## config.mk

```make
export PLATFORM = sky130hd
export DESIGN_NAME = rgb_unpacker
export DESIGN_NICKNAME = d
export VERILOG_FILES = /design/src/rtl/rgb_unpacker.sv
export SDC_FILE = /design/constraint.sdc
export NUM_CORES = 1
export LEC_CHECK = 0
export ABC_CLOCK_PERIOD_IN_PS = 3190
export BUFFER_PORTS_ARGS = -buffer_cell sky130_fd_sc_hd__buf_2
export CAP_MARGIN = 25
export CORE_ASPECT_RATIO = 1.5
export CORE_MARGIN = 8
export CORE_UTILIZATION = 25
export CTS_CLUSTER_SIZE = 14
export DETAILED_ROUTE_END_ITERATION = 16
export GPL_ROUTABILITY_DRIVEN = 1
export PLACE_DENSITY = 0.46
export SLEW_MARGIN = 20
export SYNTH_ARGS = -nofsm -noshare
export SYNTH_HDL_FRONTEND = slang
export SYNTH_SLANG_ARGS = --single-unit
export TNS_END_PERCENT = 10
```

## constraint.sdc

```tcl
create_clock -name clock -period 3.19 [get_ports clock]
set_clock_uncertainty 0.15 [all_clocks]
set_input_delay 0 -clock clock [delete_from_list [all_inputs] [get_ports clock]]
set_output_delay 0 -clock clock [all_outputs]
set_load 0.01 [all_outputs]
```

## src/rtl/rgb_unpacker.sv

```systemverilog
// rgb_unpacker: turns a stream of 32-bit packed memory words into 24-bit RGB
// pixels (three words become four pixels) and feeds them into the RGB FIFO.
// Also tracks pixel position in the frame, re-aligns to a fresh word after
// the last pixel of every frame and pulses frame_done one cycle later.
module rgb_unpacker #(
    parameter int WORD_DWIDTH = 32,
    parameter int RGB_DWIDTH  = 24,
    parameter int IMG_WIDTH   = 720,
    parameter int IMG_HEIGHT  = 540
) (
    input  logic                   clock,
    input  logic                   reset,
    output logic                   fifo_in_rd_en,
    input  logic [WORD_DWIDTH-1:0] fifo_in_dout,
    input  logic                   fifo_in_empty,
    output logic                   fifo_out_wr_en,
    output logic [RGB_DWIDTH-1:0]  fifo_out_din,
    input  logic                   fifo_out_full,
    output logic                   frame_done
);

    localparam int XW = (IMG_WIDTH  > 1) ? $clog2(IMG_WIDTH)  : 1;
    localparam int YW = (IMG_HEIGHT > 1) ? $clog2(IMG_HEIGHT) : 1;
    localparam logic [XW-1:0] X_LAST = XW'(IMG_WIDTH - 1);
    localparam logic [YW-1:0] Y_LAST = YW'(IMG_HEIGHT - 1);

    // P0..P2 each consume one word; P3 emits the three bytes left over
    typedef enum logic [1:0] {
        P0 = 2'd0,
        P1 = 2'd1,
        P2 = 2'd2,
        P3 = 2'd3
    } phase_t;

    phase_t          r_phase;
    logic [23:0]     r_hold;
    logic [XW-1:0]   r_x;
    logic [YW-1:0]   r_y;
    logic            r_frameDone;

    phase_t          w_phaseNext;
    logic [23:0]     w_holdNext;
    logic [XW-1:0]   w_xNext;
    logic [YW-1:0]   w_yNext;
    logic            w_write;
    logic            w_pop;
    logic            w_lastPixel;
    logic [23:0]     w_pixel;

    // Decide whether this cycle moves a pixel; P3 needs only room downstream
    always_comb begin
        w_write = 1'b0;
        w_pop   = 1'b0;
        if (r_phase == P3) begin
            w_write = !fifo_out_full;
        end else begin
            w_write = !fifo_in_empty && !fifo_out_full;
            w_pop   = w_write;
        end
        w_lastPixel = w_write && (r_x == X_LAST) && (r_y == Y_LAST);
    end

    // State register: phase, leftover bytes, frame position and done pulse
    always_ff @(posedge clock or negedge reset) begin
        if (!reset) begin
            r_phase     <= P0;
            r_hold      <= 24'd0;
            r_x         <= '0;
            r_y         <= '0;
            r_frameDone <= 1'b0;
        end else begin
            r_phase     <= w_phaseNext;
            r_hold      <= w_holdNext;
            r_x         <= w_xNext;
            r_y         <= w_yNext;
            r_frameDone <= w_lastPixel;
        end
    end

    // Next state: stash unused word bytes, advance position, realign at frame end
    always_comb begin
        w_phaseNext = r_phase;
        w_holdNext  = r_hold;
        w_xNext     = r_x;
        w_yNext     = r_y;
        if (w_write) begin
            case (r_phase)
                P0: begin
                    w_holdNext[7:0] = fifo_in_dout[31:24];
                    w_phaseNext     = P1;
                end
                P1: begin
                    w_holdNext[15:0] = fifo_in_dout[31:16];
                    w_phaseNext      = P2;
                end
                P2: begin
                    w_holdNext  = fifo_in_dout[31:8];
                    w_phaseNext = P3;
                end
                default: begin
                    w_phaseNext = P0;
                end
            endcase
            if (w_lastPixel) begin
                w_xNext     = '0;
                w_yNext     = '0;
                w_phaseNext = P0;
                w_holdNext  = 24'd0;
            end else if (r_x == X_LAST) begin
                w_xNext = '0;
                w_yNext = r_y + 1'b1;
            end else begin
                w_xNext = r_x + 1'b1;
            end
        end
    end

    // Outputs: assemble the pixel from new word plus held bytes, zero when idle or in reset
    always_comb begin
        case (r_phase)
            P0:      w_pixel = fifo_in_dout[23:0];
            P1:      w_pixel = {fifo_in_dout[15:0], r_hold[7:0]};
            P2:      w_pixel = {fifo_in_dout[7:0], r_hold[15:0]};
            default: w_pixel = r_hold;
        endcase
        fifo_in_rd_en  = reset && w_pop;
        fifo_out_wr_en = reset && w_write;
        fifo_out_din   = (reset && w_write) ? w_pixel : '0;
        frame_done     = r_frameDone;
    end

endmodule
```

### After elaboration in Yosys (flattened, before gate mapping)

Cells that the tools add are included.

| storage, ports and cells | value |
|---|---|
| output and inout bits | 27 |
| word-level logic and storage cells | 44 |
| input port bits | 36 |
| bits in registers | 47 |

| cells by class | value |
|---|---|
| add/subtract/negate cells | 2 |
| multiplexer cells | 14 |
| equal/unequal tests | 5 |
| reduce and logical (&&, ||, !) cells | 16 |

Operator list:

| operator | count |
|---|---|
| 24-bit case mux with 3 select lines | 1 |
| 24-bit two-way mux | 2 |
| 10-bit two-way mux | 4 |
| 8-bit case mux with 3 select lines | 1 |
| 10-bit by 1-bit adder with 10-bit output, second input constant | 2 |
| 10-bit == test, second input constant | 2 |
| 8-bit case mux with 2 select lines | 1 |
| 8-bit two-way mux | 1 |
| 2-bit AND reduction | 4 |
| 2-bit case mux with 3 select lines | 1 |
| 1-bit logical AND | 5 |
| 2-bit == test, second input constant | 2 |
| 2-bit nonzero test | 2 |
| 4-bit nonzero test | 1 |
| 3-bit nonzero test | 1 |
| 2-bit by 1-bit == test with 1-bit output, second input constant | 1 |
| 1-bit zero test | 2 |
| 2-bit zero test | 1 |
| 1-bit two-way mux | 2 |
| 2-bit two-way mux | 1 |

### Longest topological paths before layout

Gate-level depths: netlist (run 1).

| depth | value |
|---|---|
| word-level depth | 7 |
| gate-level depth with buffers | 8 |
| depth with buffers taken out | 6 |

### Worst setup path before layout (run 1)

OpenSTA, ideal clock, no wires.

| timing path | value |
|---|---|
| path kind | reg2reg |
| start | reg r_phase[0] |
| end | reg r_hold[0] |
| library setup time | 119 ps |
| data arrival time | 1,653 ps |
| stages on the path, launching flop included | 8 |
| buffers on the path | 1 |
| clock period less this slack | 1,921 ps |
| required time | 2,921 ps |
| slack | 1,269 ps |
| cell sequence | dfrtp_1 inv_1 ha_1 clkbuf_1 nor2_1 nor3_4 mux2i_1 nor2_1 |

| on the way | value |
|---|---|
| word-level cells in the longest chain between the ends | 6 |
| elaborated cells on any way between the ends | 11 |
| those cells by class | 3 x eq/ne; 3 x mux; 5 x reduce/logical |

Ends and longest elaborated chain:

| element | line | text |
|---|---|---|
| from (decl) | 35 | `phase_t r_phase;` |
| from (signal assigned) | 72 | `r_phase <= w_phaseNext;` |
| 2-bit == test | 54 | `if (r_phase == P3) begin` |
| 1-bit two-way mux | 54 |  |
| 1-bit logical AND (2 in series) | 60 | `w_lastPixel = w_write && (r_x == X_LAST) && (r_y == Y_LAST);` |
| 4-bit nonzero test (no source line) | - |  |
| 2-bit AND reduction (no source line) | - |  |
| to (signal assigned) | 73 | `r_hold <= w_holdNext;` |
| to (decl) | 36 | `logic [23:0] r_hold;` |

Parallel ways exist; a longest one is shown, timed or not.
A chain may end at the register's enable or synchronous reset.

### Worst setup path after layout (run 1)

| timing path | value |
|---|---|
| start | reg r_phase[0] |
| end | out fifo_out_din[6] |

| on the way | value |
|---|---|
| word-level cells in the longest chain between the ends | 4 |
| elaborated cells on any way between the ends | 8 |
| those cells by class | 3 x eq/ne; 3 x mux; 2 x reduce/logical |

Ends and longest elaborated chain:

| element | line | text |
|---|---|---|
| 2-bit == test | 54 |  |
| 1-bit two-way mux | 54 |  |
| 1-bit logical AND | 128 | `fifo_out_din = (reset && w_write) ? w_pixel : '0;` |
| 24-bit two-way mux * | 128 |  |
| to (decl) | 17 | `output logic [RGB_DWIDTH-1:0] fifo_out_din,` |

Mark *: on every way between the ends. The rest lies on a longest branch, timed or not.

==> results by group, run 1 <==
Clock tree
  • CTS H-Tree Depth: 2
  • CTS tree: built
  • Clk Latency, worst-skew pair: 0.29 ns
  • Max clock buf depth: 2
  • Clock transition at the registers of the reported paths: approximately 0.060 ns
  • Sink Count: 47
  • CTS Root Cell: clkbuf_16
  • Inserted Clock Buffers: 5

Global route
  • Initial antenna violation count: 0
  • GRT met3 Usage: 2.46%
  • Routing usage on met1: 13.6%
  • Total GRT Usage: about 13%
  • Global Route met2 Usage: 24.6%
  • First-pass GRT wire length: 16.1 mm
  • Remaining global-route overflow: 0
  • GR peak layer: met2
  • Largest net degree at the start of global routing: 38
  • Vias in the first global route: 3037

Pwr
  • Seq pwr share: 30.0%
  • Internal power: between 0.0015 and 0.002 W
  • IR drop worst, VDD: 324 uV
  • Total power draw: 0.00316 W
  • Logic gate share of total power: 48.7%
  • Sw Ratio: 40.9%
  • Pwr dens: 834 nW/um^2
  • Clock Power Share: 21.2%
  • P_sw: 0.00129 W
  • Pleak: 1.77 nW

Routing
  • DRC violations left: 0
  • DRT Wirelength: slightly above 10 mm
  • Starting DRT DRC Count: approximately 190
  • Via count: 2824
  • Vias per cell: ~5
  • Remaining antenna violation count: 0
  • Wire length per cell: 17.7 um
  • Pre-antenna DRT Iters: 5

Final layout
  • Final net count: 456
  • Layout cell share with drive strength beyond 1: a little over a fifth
  • Diode count: 0
  • Most common cell after layout, fill and taps aside: nor2_1
  • Final core occ: 32.2%
  • Most frequent cells in the layout: nor2_1 (81), buf_2 (62), dfrtp_1 (47), a21oi_1 (28)
  • Synth-to-Final Area Change: 27.8%

Placement
  • Place WS: 0.735 ns
  • IO Port Bufs: 62
  • GP Congestion: 0.788
  • Final HPWL DP: 7.54 mm

Floorplan
  • CORE AREA: 11800 um^2
  • Die Y: approximately 150 um
  • Std cell rows: approximately 50
  • Initial Util: 25.2%
  • Die ar.: 15700 um^2
  • Io pins: 63
  • Die span in x: 105 um

Yosys
  • Seq/Total Area, Yosys: 39.6%
  • Mapped Nets: between 300 and 400
  • Ys async rst share: 100%
  • Most common flop cell mapped by yosys: dfrtp_1
  • EDFF count, synth: 0
  • Distinct cells, synth: 46
  • Cell area after synthesis: 2970 um^2
  • Ys Warns: 0
  • FF+latch count, synth: 47
  • Synth Instances: 344
  • Synthesized area per cell: approximately 8.6 um^2

Setup path
  • CP Launch Type: flip-flop
  • Worst EP required: 3.04 ns
  • CP endpoint kind: output pin
  • Critical path peak fanout: 14
  • WP data arrival: between 2 and 2.5 ns
  • CP Class: flip-flop to output pin

Timing
  • Final critical-path share of the clock period: 82.3%
  • Setup TNS: 0 ns
  • Slew HR: between 40% and 50%
  • Hold Vio Cnt, Final: 0
  • Final setup vio count: 0
  • Slack of the critical path: 0.565 ns
  • Final Max Slew Viols: 0
  • Worst Max-Slew Pin Slew: ~0.87 ns
  • Minimum clock period after layout: 2.62 ns
  • Max Clock Freq: 381 MHz
  • Unrepaired setup endpoints after global routing: false

Run status
  • Status: complete, no violations

Flow run
  • Max-Cap Viols: 0

Worst hold path
  • Worst min path class: input port to flip-flop
## logic make-up (layout without fill, tap and decap cells)
group,after synthesis,in the layout,share of synthesized area (%)
DFF,47,47,39.6
adders and majority gates,6,6,2.53
buffers and inverters,33,104,4.76
AOI/OAI and AO/OA,85,85,19.2
xor gates and xnor gates,9,9,2.65
and+or+nand+nor,139,139,22.8
muxes,25,25,8.47
## power by group through the flow
stage	clock network, W	logic (W)	registers, W
floorplan	0	0.00112	0.000918
global route	0.000718	0.00173	0.000980
global placement	0	0.00153	0.000956
detailed placement	0	0.00154	0.000958
finish	0.000671	0.00154	0.000950
CTS	0.000692	0.00156	0.000949
## area by class of cell
class	count	area, um^2
multi-input combinational	264	1660
tap	153	191
clock buffer	6	129
sequential	47	1180
timing repair buffer	88	551
clock inverter	2	60.1
fill	1309	7980
inverter	8	30.0
## state kept, by name (all words and copies together), names as in the netlist
signal / flops
r_phase: 2
r_hold: 24
r_y: 10
r_x: 10
frame_done: 1
## stage by stage
stage	std cells	hold WS, ns	instance area, um^2
final	568	0.0580	3790
after global routing	568	0.0990	3790
after CTS	568	0.0633	3790
after detailed placement	542	-0.249	3430
after global placement	542	-0.244	3430
after floorplan	344	-0.446	2970
## Yosys cell counts, drive strengths merged (2+ instances only)
| library cell | number | share of area (%) |
|---|---|---|
| xnor2 | 5 | 1.5 |
| ha | 6 | 2.5 |
| clkbuf | 14 | 1.8 |
| nor4b | 2 | 0.59 |
| and3 | 4 | 0.84 |
| nor2b | 3 | 0.63 |
| nor3b | 2 | 0.51 |
| a222oi | 8 | 2.7 |
| or2 | 2 | 0.42 |
| a22oi | 24 | 6.1 |
| a211oi | 9 | 2.3 |
| nor4 | 3 | 1.1 |
| o21ai | 8 | 1.3 |
| dfrtp | 47 | 40 |
| or3 | 3 | 0.80 |
| nand2 | 13 | 1.6 |
| a21oi | 28 | 4.7 |
| xor2 | 4 | 1.2 |
| inv | 8 | 1.0 |
| mux2i | 24 | 8.1 |
| nand3 | 9 | 1.5 |
| a31oi | 2 | 0.42 |
| nor2 | 81 | 10 |
| buf | 11 | 2.0 |
| nor3 | 6 | 1.9 |
| nand4 | 7 | 1.5 |
## worst paths after layout
check,start,endpoint,slack [ns],cells past startpoint
max in group asynchronous,reset,r_x[5],1.90,3
worst max register to register,r_phase[0],r_hold[0],0.71,6
min in group asynchronous,reset,r_y[7],0.24,3
worst max-delay path,r_phase[0],fifo_out_din[6],0.57,6
worst min register to register,r_y[6],r_y[6],0.34,1
worst min-delay path,fifo_in_dout[14],r_hold[6],0.06,5
## metal layers
layer	routed length (um)	part of all wire (%)
met1	4020	40
met2	5440	54
met3	349	3.5
met4	267	2.6
met5	0	0
## critical path, stage by stage, from the launching register on
cell     delay, ns
dfrtp_1       0.42
inv_1         0.10
ha_1          0.51
nor2b_1       0.69
a22oi_1       0.20
nor2_1        0.13
buf_2         0.14
## what timing repair did
item                                   4_1_cts  5_1_grt
gates resized for setup                      0        0
endpoints found under the hold margin       63        0
hold buffers                                18        0
buffers inserted                             0        0
No activity file was read; power rests on OpenSTA's default activity.
==> inputs of run 2 (changes only) <==
ABC_CLOCK_PERIOD_IN_PS = 2700   (was 3190)
clock period = 2.7 ns   (was 3.19 ns; I/O delays follow)
==> results by group, run 2 (same netlist as run 1, synthesis figures left out) <==
Pwr
  • Internal power: 0.00218 W (+17%)
  • Seq pwr share: 29.9% (about the same)
  • Clock Power Share: 20.1% (-1.1 points)
  • IR drop worst, VDD: 329 uV (+1.6%)
  • P_sw: 0.00157 W (+21%)
  • Sw Ratio: 41.8% (+0.92 points)
  • Pwr dens: 979 nW/um^2 (+17%)
  • Total power draw: 0.00375 W (+19%)
  • Pleak: 1.79 nW (+1.6%)
  • Logic gate share of total power: 50.1% (+1.4 points)

Setup path
  • Critical path's top delay family: simple AND/OR/NAND/NOR gates
  • Critical Path Slowest Stage Cell: dfrtp_1
  • CP endpoint kind: output pin
  • CP Class: flip-flop to output pin
  • Most numerous cell on the critical path: nor2_1
  • CP Launch Type: flip-flop
  • Critical path peak fanout: 15 (+1)
  • Buf/Inv on CP: 2 (unchanged)
  • CP peak stage delay: 0.42 ns (-0.27 ns)
  • Worst EP required: 2.55 ns (-0.49 ns)
  • WP data arrival: 2.35 ns (-0.12 ns)
  • Crit-path cells: ha_1, nor2b_2, nor2_1, nand2_1, buf_4, nor2_1, buf_2

Routing
  • Pre-antenna DRT Iters: 5 (unchanged)
  • DRT Wirelength: 10.2 mm (+0.99%)
  • Via count: 2851 (+0.96%)
  • Starting DRT DRC Count: 190 (-2.1%)
  • Wire length per cell: 17.7 um (about the same)
  • Remaining antenna violation count: 0 (unchanged)
  • Vias per cell: 4.97 (about the same)
  • DRC violations left: 0 (unchanged)

Final layout
  • Max FFs per register: 24 (unchanged)
  • Register Area: 1180 um^2 (unchanged)
  • Synth-to-Final Area Change: 29.0%
  • Diode count: 0 (unchanged)
  • Most common cell after layout, fill and taps aside: nor2_1
  • Area of the multi-input gates: 1660 um^2 (+0.15%)
  • Fillers: 1293 (-1.2%)
  • Largest registers: r_hold: 24 flops, r_x: 10 flops, r_y: 10 flops
  • Most frequent cells in the layout: nor2_1 (81), buf_2 (62), dfrtp_1 (47), a21oi_1 (28)
  • Largest register by flop count: r_hold
  • Final net count: 462 (+1.3%)
  • Layout cell share with drive strength beyond 1: 22.8% (+1.6 points)

Global route
  • Largest net degree at the start of global routing: 38 (unchanged)
  • Initial antenna violation count: 0 (unchanged)
  • First-pass GRT wire length: 16.2 mm (+0.60%)
  • Total GRT Usage: 13.0% (+0.11 points)
  • Vias in the first global route: 2906 (-4.3%)
  • Remaining global-route overflow: 0 (unchanged)

Floorplan
  • Std cell rows: 49 (unchanged)
  • Die span in x: 105 um (unchanged)
  • CORE AREA: 11800 um^2 (unchanged)
  • Io pins: 63 (unchanged)
  • Die ar.: 15700 um^2 (unchanged)
  • Die Y: 149 um (unchanged)
  • Initial Util: 25.2% (unchanged)

Placement
  • IO Port Bufs: 62 (unchanged)
  • Final HPWL DP: 7.58 mm (+0.45%)
  • GP Congestion: 0.821 (+4.2%)
  • Place WS: 0.272 ns (-0.463 ns)

Timing
  • Final Max Slew Viols: 0 (unchanged)
  • Worst Max-Slew Pin Slew: 0.643 ns (-0.230 ns)
  • Final setup vio count: 0 (unchanged)
  • Slew HR: 57.0% (+16 points)
  • Slack of the critical path: 0.202 ns (-0.363 ns)
  • Hold slack final: 0.0457 ns (-0.0124 ns)
  • Max Clock Freq: 400 MHz
  • Minimum clock period after layout: 2.50 ns
  • Final critical-path share of the clock period: 92.5%
  • Unrepaired setup endpoints after global routing: false
  • Setup TNS: 0 ns (unchanged)
  • Hold Vio Cnt, Final: 0 (unchanged)

Clock tree
  • Clock transition at the registers of the reported paths: 0.07 ns (about the same)
  • CTS H-Tree Depth: 2 (unchanged)
  • CTS tree: built
  • Max clock buf depth: 2 (unchanged)
  • Post-CTS setup buffers: 0 (unchanged)
  • Sink Count: 47 (unchanged)
  • Inserted Clock Buffers: 5 (unchanged)
  • CTS Root Cell: clkbuf_16
  • Clk Latency, worst-skew pair: 0.29 ns (about the same)

Flow run
  • Max-Cap Viols: 0 (unchanged)

Run status
  • Status: complete, no violations

Worst hold path
  • Worst min path class: input port to flip-flop
-- run 2: cell types whose count changed in the layout (fill, tap and decap cells not counted), sizes merged --
| cell | before | now |
|---|---|---|
| buf | 70 | 76 |
| bufinv | 2 | 1 |
| inv | 8 | 9 |
-- run 2: worst paths after layout --
kind | start | end | slack [ns] | cells past startpoint
worst min register to register | r_y[8] | r_y[8] | 0.35 | 1
worst max register to register | r_phase[0] | r_hold[20] | 0.31 | 6
worst max-delay path | r_phase[0] | fifo_out_din[2] | 0.20 | 7
min in group asynchronous | reset | r_y[8] | 0.24 | 3
max in group asynchronous | reset | r_phase[1] | 1.40 | 3
worst min-delay path | fifo_in_dout[13] | r_hold[5] | 0.05 | 5
-- run 2: stage by stage --
step	utilization [%]	cells	cell area, um^2
5_1_grt	32.5	574	3830
3_3_place_gp	29.5	548	3470
3_5_place_dp	29.5	548	3470
6_report	32.5	574	3830
2_1_floorplan	-	344	2970
4_1_cts	32.5	574	3830
-- run 2: layer usage --
| layer | up-vias | global-route usage [%] | routed length (um) |
|---|---|---|---|
| met5 | - | 0 | 0 |
| met4 | 0 | 3.66 | 117 |
| met3 | 7 | 2.80 | 553 |
| met2 | 69 | 23.9 | 5460 |
| met1 | 1379 | 14.6 | 4050 |
| li1 | 1396 | - | - |
-- run 2: timing repair --
item                       in CTS  in global routing
resized for setup               1                  0
hold endpoints to repair       63                  0
setup endpoints to repair      15                  0
hold buffers                   18                  0
-- run 2: area by class of cell --
type                    instances  area share [%]
clock buffers                   6            3.63
clock inverters                 2            1.01
inverters                       8           0.784
multi-input cells             264            43.3
flip-flops and latches         47            30.7
well taps                     153            5.00
repair buffers                 94            15.5
-- run 2: power groups by stage --
stage	Combinational (W)	Sequential (W)	Clock, W
after floorplan	0.00132	0.00108	0
after CTS	0.00190	0.00112	0.000782
after detailed placement	0.00188	0.00113	0
after global routing	0.00211	0.00115	0.000809
after global placement	0.00187	0.00112	0
final	0.00188	0.00112	0.000753
-- run 2: worst min-delay path: stages --
cell     delay [ns]
buf_2          0.10
a22oi_1        0.06
a21oi_1        0.14
mux2i_1        0.07
nor2_1         0.08
